### src/rtl/matrix_stream_host.sv
// Streams two 4x4 byte matrices into a multiplier, waits for its result and
// streams the 16 result elements back out row-major, with a done-timeout guard.
module matrix_stream_host #(
    parameter int DONE_TIMEOUT = 1024
) (
    input  logic         clk,
    input  logic         rst,
    input  logic         in_valid,
    output logic         in_ready,
    input  logic [7:0]   in_data,
    output logic [127:0] mm_a,
    output logic [127:0] mm_b,
    output logic         mm_start,
    input  logic         mm_done,
    input  logic [255:0] mm_c,
    output logic         out_valid,
    input  logic         out_ready,
    output logic [15:0]  out_data,
    output logic         out_last,
    output logic         timeout_err
);

    typedef enum logic [1:0] {LOAD, START, WAIT, UNLOAD} state_t;

    localparam logic [15:0] WLAST = 16'(DONE_TIMEOUT - 1);

    state_t            state, state_nxt;
    logic [15:0][7:0]  a_q, b_q;
    logic [15:0][15:0] res_q;
    logic [4:0]        bidx;
    logic [3:0]        oidx;
    logic [15:0]       wcnt;

    assign mm_a = a_q;
    assign mm_b = b_q;

    always_ff @(posedge clk or posedge rst) begin
        if (rst) state <= LOAD;
        else     state <= state_nxt;
    end

    always_comb begin
        state_nxt = state;
        unique case (state)
            LOAD:    if (in_valid && bidx == 5'd31) state_nxt = START;
            START:   state_nxt = WAIT;
            WAIT:    if (mm_done) state_nxt = UNLOAD;
                     else if (wcnt == WLAST) state_nxt = LOAD;
            UNLOAD:  if (out_ready && oidx == 4'd15) state_nxt = LOAD;
            default: state_nxt = LOAD;
        endcase
    end

    // out_data is forced to zero outside UNLOAD so idle output stays quiet
    always_comb begin
        in_ready  = 1'b0;
        out_valid = 1'b0;
        out_last  = 1'b0;
        out_data  = '0;
        unique case (state)
            LOAD:   in_ready = 1'b1;
            UNLOAD: begin
                out_valid = 1'b1;
                out_data  = res_q[oidx];
                out_last  = (oidx == 4'd15);
            end
            default: ;
        endcase
    end

    always_ff @(posedge clk or posedge rst) begin
        if (rst) begin
            a_q         <= '0;
            b_q         <= '0;
            res_q       <= '0;
            bidx        <= '0;
            oidx        <= '0;
            wcnt        <= '0;
            mm_start    <= 1'b0;
            timeout_err <= 1'b0;
        end else begin
            mm_start <= (state_nxt == START);
            unique case (state)
                LOAD: if (in_valid) begin
                    if (bidx[4]) b_q[bidx[3:0]] <= in_data;
                    else         a_q[bidx[3:0]] <= in_data;
                    bidx <= bidx + 5'd1;
                end
                START: wcnt <= '0;
                // done wins over the timeout on the final count
                WAIT: if (mm_done) begin
                    res_q <= mm_c;
                    oidx  <= '0;
                end else if (wcnt == WLAST) begin
                    timeout_err <= 1'b1;
                    bidx        <= '0;
                end else begin
                    wcnt <= wcnt + 16'd1;
                end
                UNLOAD: if (out_ready) oidx <= oidx + 4'd1;
                default: ;
            endcase
        end
    end

endmodule
### config.mk
export PLATFORM = sky130hd
export DESIGN_NAME = matrix_stream_host
export DESIGN_NICKNAME = d
export VERILOG_FILES = /design/src/rtl/matrix_stream_host.sv
export SDC_FILE = /design/constraint.sdc
export NUM_CORES = 1
export LEC_CHECK = 0
export ABC_AREA = 1
export ABC_CLOCK_PERIOD_IN_PS = 25200
export CAP_MARGIN = 20
export CORE_MARGIN = 1
export CORE_UTILIZATION = 50
export CTS_CLUSTER_DIAMETER = 150
export DETAILED_ROUTE_END_ITERATION = 10
export PLACE_DENSITY = 0.78
export SYNTH_ARGS = -nofsm -noshare
export SYNTH_HDL_FRONTEND = slang
export SYNTH_SLANG_ARGS = --single-unit
export TNS_END_PERCENT = 5
### constraint.sdc
create_clock -name clk -period 25.2 [get_ports clk]
set_input_delay 6.3 -clock clk [delete_from_list [all_inputs] [get_ports clk]]
set_output_delay 6.3 -clock clk [all_outputs]
set_load 0.05 [all_outputs]
Word level (Yosys, flattened, before mapping)
Cells that the tools add are included.
{"block": "totals", "regBits": 541, "out_inout_bits": 277}
{"block": "op_classes", "n_addsub": 3, "eq_ne": 13, "bitwise": 2, "order_cmp": 3, "n_reduce_logical": 14, "mux": 25}
{"op": "bitwise mux 128 bit", "count": 2}
{"op": "binary-select mux 16 bit (select 4 bit)", "count": 1}
{"op": "two-way mux 16 bit", "count": 4}
{"op": "demux 8 bit (select 4 bit)", "count": 1}
{"op": "one-hot mux 16 bit (2 select lines)", "count": 1}
{"op": "adder 16 x 1 -> 16 bit (second input constant)", "count": 1}
{"op": "equality test 16 x 10 -> 1 bit (second input constant)", "count": 1}
{"op": "two-way mux 5 bit", "count": 3}
{"op": "AND reduction 3 bit", "count": 5}
{"op": "inequality test 2 bit (second input constant)", "count": 6}
{"op": "less-than comparator 4 x 5 -> 1 bit (second input constant)", "count": 2}
{"op": "one-hot mux 5 bit (2 select lines)", "count": 1}
{"op": "two-way mux 2 bit", "count": 4}
{"op": "two-way mux 4 bit", "count": 2}
{"op": "two-way mux 8 bit", "count": 1}
{"op": "one-hot mux 2 bit (4 select lines)", "count": 1}
{"op": "one-hot mux 4 bit (2 select lines)", "count": 1}
{"op": "nonzero test 2 bit", "count": 3}
{"op": "adder 5 x 1 -> 5 bit (second input constant)", "count": 1}
{"op": "equality test 5 bit (second input constant)", "count": 1}
{"op": "adder 4 x 1 -> 4 bit (second input constant)", "count": 1}
{"op": "equality test 2 x 1 -> 1 bit (second input constant)", "count": 2}
{"op": "equality test 2 bit (second input constant)", "count": 2}
{"op": "equality test 4 bit (second input constant)", "count": 1}
{"op": "other kinds (7)", "count": 12}

Logic depth before layout (Yosys ltp)
Gate-level depths: netlist of run 1.
{"block": "logic_depth", "word_depth": 5, "depth_mapped": 11}

Least setup slack after synthesis of run 1
No wires, ideal clock.
{"block": "synth_timing", "kind": "register -> output", "start": "reg oidx[1]", "end": "out out_data[3]", "stages_incl_launch_ff": 10, "t_required_ps": 18900, "arrival_ps": 2077, "path_slack_ps": 16823, "n_path_buf": 2, "cell_sequence": "dfrtp_1 inv_1 clkbuf_1 buf_1 nand3_1 nand2_1 nand2_1 nand2_1 inv_1 a21oi_1"}
{"block": "synth_between", "elab_chain_cells": 3}
{"element": "start: declaration", "line": "31", "text": "logic [3:0] oidx;"}
{"element": "start signal: assignment", "line": "100", "text": "UNLOAD: if (out_ready) oidx <= oidx + 4'd1;"}
{"element": "binary-select mux 16 bit (select 4 bit)", "line": "64", "text": "out_data = res_q[oidx];"}
{"element": "two-way mux 16 bit (not written as such)", "line": "64"}
{"element": "two-way mux 16 bit", "line": "60", "text": "unique case (state)"}
{"element": "end: declaration", "line": "18", "text": "output logic [15:0] out_data,"}
Every way passes these cells. The select of a mux whose other input is x is not followed.

Worst setup path in the final report of run 1
{"block": "layout_timing", "start": "reg oidx[0]", "end": "out out_data[10]"}
Same word-level chain as after synthesis.

==> results of run 1 <==
## cells in the mapped netlist (2+ instances only)
master	count	area (sq um)
nand2_1	843	3160
dfrtp_1	541	13500
o21ai_0	355	1780
inv_1	268	1010
nor2_1	154	578
nand3_1	151	756
a21oi_1	146	731
clkbuf_1	100	375
o211ai_1	49	368
buf_2	47	235
nor3_4	14	228
nand4_1	13	81.3
buf_6	11	124
buf_1	10	37.5
ha_1	7	87.6
nor3_1	7	35.0
nand4_4	5	106
xor2_1	5	43.8
nand2_2	3	18.8
nand3_4	3	52.6
nor2_4	3	33.8
o21bai_1	3	22.5
clkinv_1	2	7.51
inv_2	2	7.51
nor3_2	2	20.0
## per-layer routing
metal  up-vias  GRT usage [%]  share of wire, %  wire, um
met4         2           16.7               6.0      4440
met1      9969           40.4                39     29200
met2      1069           48.8                46     34400
li1       9667              -                 -         -
met5         -              0             0.018        13
met3       229           6.25               8.4      6250
## sequential cells by signal (all words and copies together) (netlist names)
register	cells
mm_b	128
wcnt	16
bidx	5
mm_start	1
res_q	256
state	2
oidx	4
mm_a	128
timeout_err	1
## area by class of cell
class / instances / share of cell area, %
flip-flops and latches: 541 / 43.7
multi-input cells: 1770 / 26.3
repair buffers: 569 / 18.4
clock buffers: 75 / 5.11
inverters: 272 / 3.32
well taps: 607 / 2.45
clock inverters: 19 / 0.661
diodes: 6 / 0.0484
## layout by cell type (no fill, tap or decap), types with 4 or more instances in the layout
cell type / netlist / layout
nor2_4: 3 / 4
xor2_1: 5 / 5
o21ai_0: 355 / 355
a21oi_1: 146 / 146
clkbuf_1: 100 / 9
inv_1: 268 / 266
nor3_1: 7 / 7
clkbuf_8: 0 / 9
nor3_4: 14 / 14
bufinv_16: 0 / 4
clkbuf_16: 0 / 57
o211ai_1: 49 / 49
ha_1: 7 / 7
nand2_1: 843 / 843
dfrtp_1: 541 / 539
clkdlybuf4s50_1: 0 / 545
clkinv_2: 0 / 12
diode_2: 0 / 6
buf_4: 0 / 19
nand4_1: 13 / 13
nor2_1: 154 / 154
nand3_1: 151 / 151
nand4_4: 5 / 5
## worst max-delay path by stage
stage,startpoint,end,slack (ns),cells past startpoint
5_1_grt,oidx[0],out_data[10],14.61,9
3_5_place_dp,oidx[0],out_data[6],15.57,6
2_1_floorplan,rst,bidx[0],3.78,1
4_1_cts,oidx[0],out_data[10],14.88,9
6_report,oidx[0],out_data[10],14.79,9
3_3_place_gp,oidx[0],out_data[6],15.61,6
## stage by stage
| stage | area, sq um | total power [mW] |
|---|---|---|
| detailed placement | 29100 | 2.18 |
| CTS | 30900 | 3.01 |
| floorplan | 23500 | 1.84 |
| global route | 31000 | 3.17 |
| global placement | 29100 | 2.16 |
| finish | 31000 | 3.01 |
## cell families (layout without fill, tap and decap cells)
group           after synthesis  after routing
simple gates               1202           1202
other cells                   0              6
fa+ha+maj                     7              7
buf+inv                     442            935
compound gates              555            555
xor+xnor                      6              6
flops                       541            541
## worst reg2reg max path: cells and delay by family, from the launching register on
kind	cells	cell delay, ns
buffers and inverters	3	1.58
and+or+nand+nor	2	0.41
AOI/OAI and AO/OA	1	0.47
DFF	1	0.39
## report_power, final
part	internal, mW	switching [mW]
Sequential	1.07	0.0955
Clock	0.477	0.342
Combinational	0.323	0.700
Total	1.87	1.14
==> reports/summary.json, run 1 <==
{
  "grt_pass1_vias": {"value": 20100},
  "setup.worst_path.end_class": {"value": "output pin"},
  "fin_skew": {"value": 0.0126, "unit": "ns"},
  "multi_input_comb_area": {"value": 8170, "unit": "sq um"},
  "detail_route.wirelength": {"value": 74200, "unit": "um"},
  "num_vias": {"value": 20900},
  "die_w": {"value": 219, "unit": "um"},
  "finalCritPeriodShare": {"value": 41.3, "unit": "%"},
  "post_synth_and_or_nand_nor_area_fraction": {"value": 21.7, "unit": "%"},
  "cell_count_after_placement": {"value": 3756},
  "vdd.ir_drop.worst": {"value": 0.0717, "unit": "mV"},
  "drive_gt1_share": {"value": 4.59, "unit": "%"},
  "ys_seq_area_share": {"value": 57.6, "unit": "%"},
  "die-area": {"value": 47900, "unit": "sq um"},
  "clk_transition_reported_paths": {"value": 0.06, "unit": "ns"},
  "vias_per_cell": {"value": 5.43},
  "tritoncts.num_buffers": {"value": 55},
  "drtIter0Drc": {"value": 2511},
  "initial_core_util": {"value": 50.6, "unit": "%"},
  "post_layout_nonfiller_instances": {"value": 3859},
  "tritonroute_pass_1_iters": {"value": 6},
  "floorplan.core_area": {"value": 46500, "unit": "sq um"},
  "synth_mux_area_share": {"value": 0, "unit": "%"},
  "status": {"value": "finished, final reports clean"},
  "worstPathCellList": {"value": "buf_4 > nand2_1 > nand3_1 > nand2_1 > nand2_1 > nand2_1 > inv_1 > a21oi_1 > clkdlybuf4s50_1"},
  "avgRoutedWirePerCell": {"value": 19.2, "unit": "um"},
  "synthArstFlopShare": {"value": 100, "unit": "%"},
  "post-cts-setup-buffers": {"value": 0},
  "hold_buffers": {"value": 0},
  "tritoncts": {"value": "built"},
  "power.density_cell_area": {"value": 97.1, "unit": "nW/um^2"},
  "pre_cts_setup_slack": {"value": 15.57, "unit": "ns"},
  "min-delay-path-class": {"value": "register to register"},
  "hold-path-cell-count": {"value": 2},
  "holdPathEnd": {"value": "res_q[77]"},
  "p_leak": {"value": 14.5, "unit": "nW"},
  "synth_compound_gate_area_share": {"value": 12.4, "unit": "%"},
  "maximum_number_of_pins_on_one_net_before_global_route_repair": {"value": 288},
  "finalSetupTns": {"value": 0, "unit": "ns"},
  "worst_r2r_startpoint": {"value": "state[0]"},
  "critical_path_required": {"value": 18.90, "unit": "ns"},
  "area_growth_syn_to_layout": {"value": 31.9, "unit": "%"},
  "max_cap_viols": {"value": 0},
  "critical-path-top-cell-by-count": {"value": "nand2_1"},
  "ioPinCount": {"value": 546},
  "synth-seq-cells": {"value": 541},
  "layout.area.seq": {"value": 13500, "unit": "sq um"},
  "synth_adder_area_share": {"value": 0.372, "unit": "%"},
  "crit_family": {"value": "buffers and inverters"},
  "clock_latency": {"value": 0.62, "unit": "ns"},
  "place_hpwl": {"value": 51900, "unit": "um"},
  "nNetsFinal": {"value": 3485},
  "synth_cells": {"value": 2753},
  "final_critical_path_time_including_i_o_delays_and_setup": {"value": 10.41, "unit": "ns"},
  "chipHeight": {"value": 219, "unit": "um"},
  "critical_path_class": {"value": "register to output pin"},
  "num-fill-cells": {"value": 3689},
  "worst_hold_startpoint": {"value": "res_q[77]"},
  "r2r_setup_slk": {"value": 22.18, "unit": "ns"},
  "cts_max_level": {"value": 2},
  "worst_ep_arrival_time": {"value": 4.11, "unit": "ns"},
  "hold_violations": {"value": 0},
  "mappedNetlistArea": {"value": 23500, "unit": "sq um"},
  "ys.warnings.count": {"value": 0},
  "startpoint_type": {"value": "register"},
  "headroom_to_the_max_slew_limit": {"value": 26.3, "unit": "%"},
  "number_of_enable_flip_flop_cells_after_synthesis": {"value": 0},
  "globalRouteOverflowTotal": {"value": 0},
  "finalWorstSetupSlack": {"value": 14.79, "unit": "ns"},
  "placementRows": {"value": 79},
  "clock_sinks": {"value": 541},
  "hold-worst-slack": {"value": 0.476, "unit": "ns"},
  "max_freq": {"value": 96.1, "unit": "MHz"},
  "yosysUniqueCellTypes": {"value": 34},
  "final_antenna_net_count": {"value": 0},
  "cts.root.buffer_cell": {"value": "clkbuf_16"},
  "final_core_util": {"value": 66.8, "unit": "%"},
  "post_cts_resized": {"value": 0},
  "rsz0062_at_grt": {"value": "false"},
  "grt_use_total": {"value": 31.0, "unit": "%"},
  "cp_slowest_cell": {"value": "buf_4"},
  "r2r_end": {"value": "res_q[216]"},
  "synth_nets": {"value": 3029},
  "worstMarginPinSlew": {"value": 1.11, "unit": "ns"},
  "critPathMaxFanout": {"value": 104},
  "numPortBuffers": {"value": 545},
  "residual_drc": {"value": 0},
  "rd_place_congestion": {"value": 0.941},
  "grt_pass1_wl": {"value": 114000, "unit": "um"},
  "reg2regPathDepth": {"value": 6},
  "synth_flop_cell": {"value": "dfrtp_1"},
  "largest_family_of_logic_cells_by_synthesized_area": {"value": "simple AND/OR/NAND/NOR gates"},
  "crit_path_max_incr_delay": {"value": 0.96, "unit": "ns"},
  "finalSetupViolations": {"value": 0},
  "initial_antenna_violation_count": {"value": 6},
  "final_max_slew_viol_count": {"value": 0},
  "synth-xor-area-share": {"value": 0.223, "unit": "%"},
  "max-clock-path-buffers": {"value": 3},
  "post_synth.cell_area_avg": {"value": 8.54, "unit": "sq um"},
  "crit_buf_inv": {"value": 3}
}
Power figures use the tool's default switching activity.
==> inputs of run 2 (changes only) <==
Settings changed: ABC_CLOCK_PERIOD_IN_PS 25200 to 9900.
Clock period 25.2 ns to 9.9 ns, I/O delays scaled along.
==> run 2 against run 1 <==
  * Register-to-register slack lost 15 ns
  * Critical path depth shrank 4
  * Global-route usage is essentially flat
  * Combinational power grew to 2.6 times the previous value
  * Clock power grew to 2.6 times the previous value
  * First-iteration DRC count shrank 11%
  * Via count is essentially flat
  * Critical path type unchanged
  * Largest power group unchanged
  * Sequential share of layout area is essentially flat
  * Non-clock buffer count grew 1
  * Clock skew is essentially flat
==> reports/summary.json, run 2 (synthesized netlist as in run 1, its figures left out) <==
{
  "numPortBuffers": {"value": 545, "change": "unchanged"},
  "cp_slowest_cell": {"value": "dfrtp_1"},
  "post-cts-setup-buffers": {"value": 0, "change": "unchanged"},
  "grt_use_total": {"value": 31.0, "unit": "%", "change": "about the same"},
  "worstMarginPinSlew": {"value": 1.09, "unit": "ns", "change": "-0.0195 ns"},
  "final_antenna_net_count": {"value": 0, "change": "unchanged"},
  "startpoint_type": {"value": "register"},
  "detail_route.wirelength": {"value": 75100, "unit": "um", "change": "+1.1%"},
  "globalRouteOverflowTotal": {"value": 0, "change": "unchanged"},
  "drtIter0Drc": {"value": 2223, "change": "-11%"},
  "drive_gt1_share": {"value": 4.73, "unit": "%", "change": "+0.14 points"},
  "placementRows": {"value": 79, "change": "unchanged"},
  "ioPinCount": {"value": 546, "change": "unchanged"},
  "min-delay-path-class": {"value": "register to register"},
  "die_w": {"value": 219, "unit": "um", "change": "unchanged"},
  "critical-path-top-cell-by-count": {"value": "nand3_1"},
  "clk_transition_reported_paths": {"value": 0.06, "unit": "ns", "change": "about the same"},
  "initial_antenna_violation_count": {"value": 5, "change": "-1"},
  "residual_drc": {"value": 0, "change": "unchanged"},
  "status": {"value": "finished, final reports clean"},
  "grt_pass1_vias": {"value": 19900, "change": "-0.90%"},
  "grt_pass1_wl": {"value": 114000, "unit": "um", "change": "-0.24%"},
  "chipHeight": {"value": 219, "unit": "um", "change": "unchanged"},
  "num-fill-cells": {"value": 3675, "change": "-0.38%"},
  "crit_buf_inv": {"value": 2, "change": "-1"},
  "worst_ep_arrival_time": {"value": 3.94, "unit": "ns", "change": "-0.17 ns"},
  "hold_buffers": {"value": 0, "change": "unchanged"},
  "vdd.ir_drop.worst": {"value": 0.210, "unit": "mV", "change": "+190%"},
  "tritoncts.num_buffers": {"value": 54, "change": "-1.8%"},
  "floorplan.core_area": {"value": 46500, "unit": "sq um", "change": "unchanged"},
  "hold_violations": {"value": 0, "change": "unchanged"},
  "largest_register_ffs": {"value": 256, "change": "unchanged"},
  "dpl-instance-area": {"value": 29100, "unit": "sq um", "change": "about the same"},
  "power.density_cell_area": {"value": 249, "unit": "nW/um^2", "change": "+160%"},
  "max_cap_viols": {"value": 0, "change": "unchanged"},
  "final_critical_path_time_including_i_o_delays_and_setup": {"value": 6.42, "unit": "ns"},
  "avgRoutedWirePerCell": {"value": 19.4, "unit": "um", "change": "+1.0%"},
  "area_growth_syn_to_layout": {"value": 32.0, "unit": "%"},
  "clock_latency": {"value": 0.61, "unit": "ns", "change": "about the same"},
  "finalSetupViolations": {"value": 0, "change": "unchanged"},
  "rd_place_congestion": {"value": 0.927, "change": "-1.5%"},
  "cts_max_level": {"value": 2, "change": "unchanged"},
  "finalCritPeriodShare": {"value": 64.8, "unit": "%"},
  "fin_skew": {"value": 0.0122, "unit": "ns", "change": "-0.000361 ns"},
  "worstPathCellList": {"value": "clkinv_1 > nand3_1 > nand3_1 > a21oi_1 > clkdlybuf4s50_1"},
  "maximum_number_of_pins_on_one_net_before_global_route_repair": {"value": 267, "change": "-7.3%"},
  "tritoncts": {"value": "built"},
  "clock_sinks": {"value": 541, "change": "unchanged"},
  "setup.worst_path.end_class": {"value": "output pin"},
  "hold-worst-slack": {"value": 0.475, "unit": "ns", "change": "-0.000301 ns"},
  "num_vias": {"value": 20900, "change": "-0.043%"},
  "final_max_slew_viol_count": {"value": 0, "change": "unchanged"},
  "die-area": {"value": 47900, "unit": "sq um", "change": "unchanged"},
  "headroom_to_the_max_slew_limit": {"value": 27.6, "unit": "%", "change": "+1.3 points"},
  "crit_family": {"value": "buffers and inverters"},
  "rsz0062_at_grt": {"value": "false"},
  "p_leak": {"value": 14.5, "unit": "nW", "change": "about the same"},
  "cts.root.buffer_cell": {"value": "clkbuf_16"},
  "max_freq": {"value": 156, "unit": "MHz"},
  "tritonroute_pass_1_iters": {"value": 6, "change": "unchanged"},
  "post_cts_resized": {"value": 0, "change": "unchanged"},
  "critical_path_class": {"value": "register to output pin"},
  "final_common_cell": {"value": "nand2_1"},
  "registers.top_by_ff_count": {"value": "res_q"},
  "totalPowerFinal": {"value": 7.72, "unit": "mW", "change": "+160%"},
  "finalSetupTns": {"value": 0, "unit": "ns", "change": "unchanged"},
  "final_non_filler_cell_area": {"value": 31100, "unit": "sq um", "change": "+0.11%"},
  "critical_path_depth": {"value": 5, "change": "-4"},
  "reg2regPathDepth": {"value": 7, "change": "+1"},
  "max-clock-path-buffers": {"value": 3, "change": "unchanged"},
  "crit_path_max_incr_delay": {"value": 0.91, "unit": "ns", "change": "-0.05 ns"},
  "hold-path-cell-count": {"value": 2, "change": "unchanged"},
  "critPathMaxFanout": {"value": 21, "change": "-80%"},
  "highest_count_cells_in_the_layout_ignoring_fill_and_taps": {"value": "nand2_1 (843), clkdlybuf4s50_1 (545), dfrtp_1 (539)"},
  "place_hpwl": {"value": 53100, "unit": "um", "change": "+2.5%"},
  "nNetsFinal": {"value": 3485, "change": "unchanged"},
  "initial_core_util": {"value": 50.6, "unit": "%", "change": "unchanged"},
  "vias_per_cell": {"value": 5.42, "change": "-0.15%"},
  "critical_path_required": {"value": 7.43, "unit": "ns", "change": "-11.47 ns"},
  "final_core_util": {"value": 66.8, "unit": "%", "change": "+0.073 points"}
}
run 2: cell types whose count changed in the layout (fill, tap and decap cells not counted), moves of 2 or more:
cell	before	now
clkbuf_8	9	12
diode_2	6	2
clkbuf_1	9	12
clkinvlp_4	1	6
buf_4	19	21
run 2: through the flow:
step	cells	worst slack, ns
6_report	3863	3.48
5_1_grt	3863	3.38
3_3_place_gp	3757	3.97
4_1_cts	3859	3.30
3_5_place_dp	3758	3.99
2_1_floorplan	2753	0.0670
run 2: layer usage:
layer  GRT usage (%)  routed length [um]
met1            41.9               30400
met2            48.6               34900
met3            4.27                5390
met4            16.7                4360
met5               0                  29
run 2: path summary, 6_finish.rpt:
check,startpoint,endpoint,slack (ns)
worst min-delay path,res_q[35],res_q[35],0.48
worst max-delay path,oidx[2],out_data[11],3.48
worst max register to register,state[0],res_q[249],6.94
min in group asynchronous,rst,mm_a[57],2.49
worst min register to register,res_q[35],res_q[35],0.48
max in group asynchronous,rst,res_q[16],5.83
run 2: power by group:
| part | total, mW | switching, mW | internal, mW |
|---|---|---|---|
| combinational | 2.63 | 1.80 | 0.829 |
| sequential | 2.97 | 0.239 | 2.73 |
| clock | 2.12 | 0.874 | 1.24 |
| total | 7.72 | 2.91 | 4.81 |
run 2: tightest hold or removal path: stages (launching register included):
cell and delay, ns:
dfrtp_1 0.34, nand2_1 0.06, nand2_1 0.05
run 2: cell type report:
cell class | count | area, sq um | area share, %
sequential | 541 | 13500 | 43.6
multi-input combinational | 1770 | 8170 | 26.3
timing repair buffer | 570 | 5710 | 18.4
clock buffer | 81 | 1640 | 5.27
inverter | 272 | 1020 | 3.30
tap | 607 | 759 | 2.45
clock inverter | 20 | 213 | 0.685
antenna | 2 | 5.00 | 0.0161
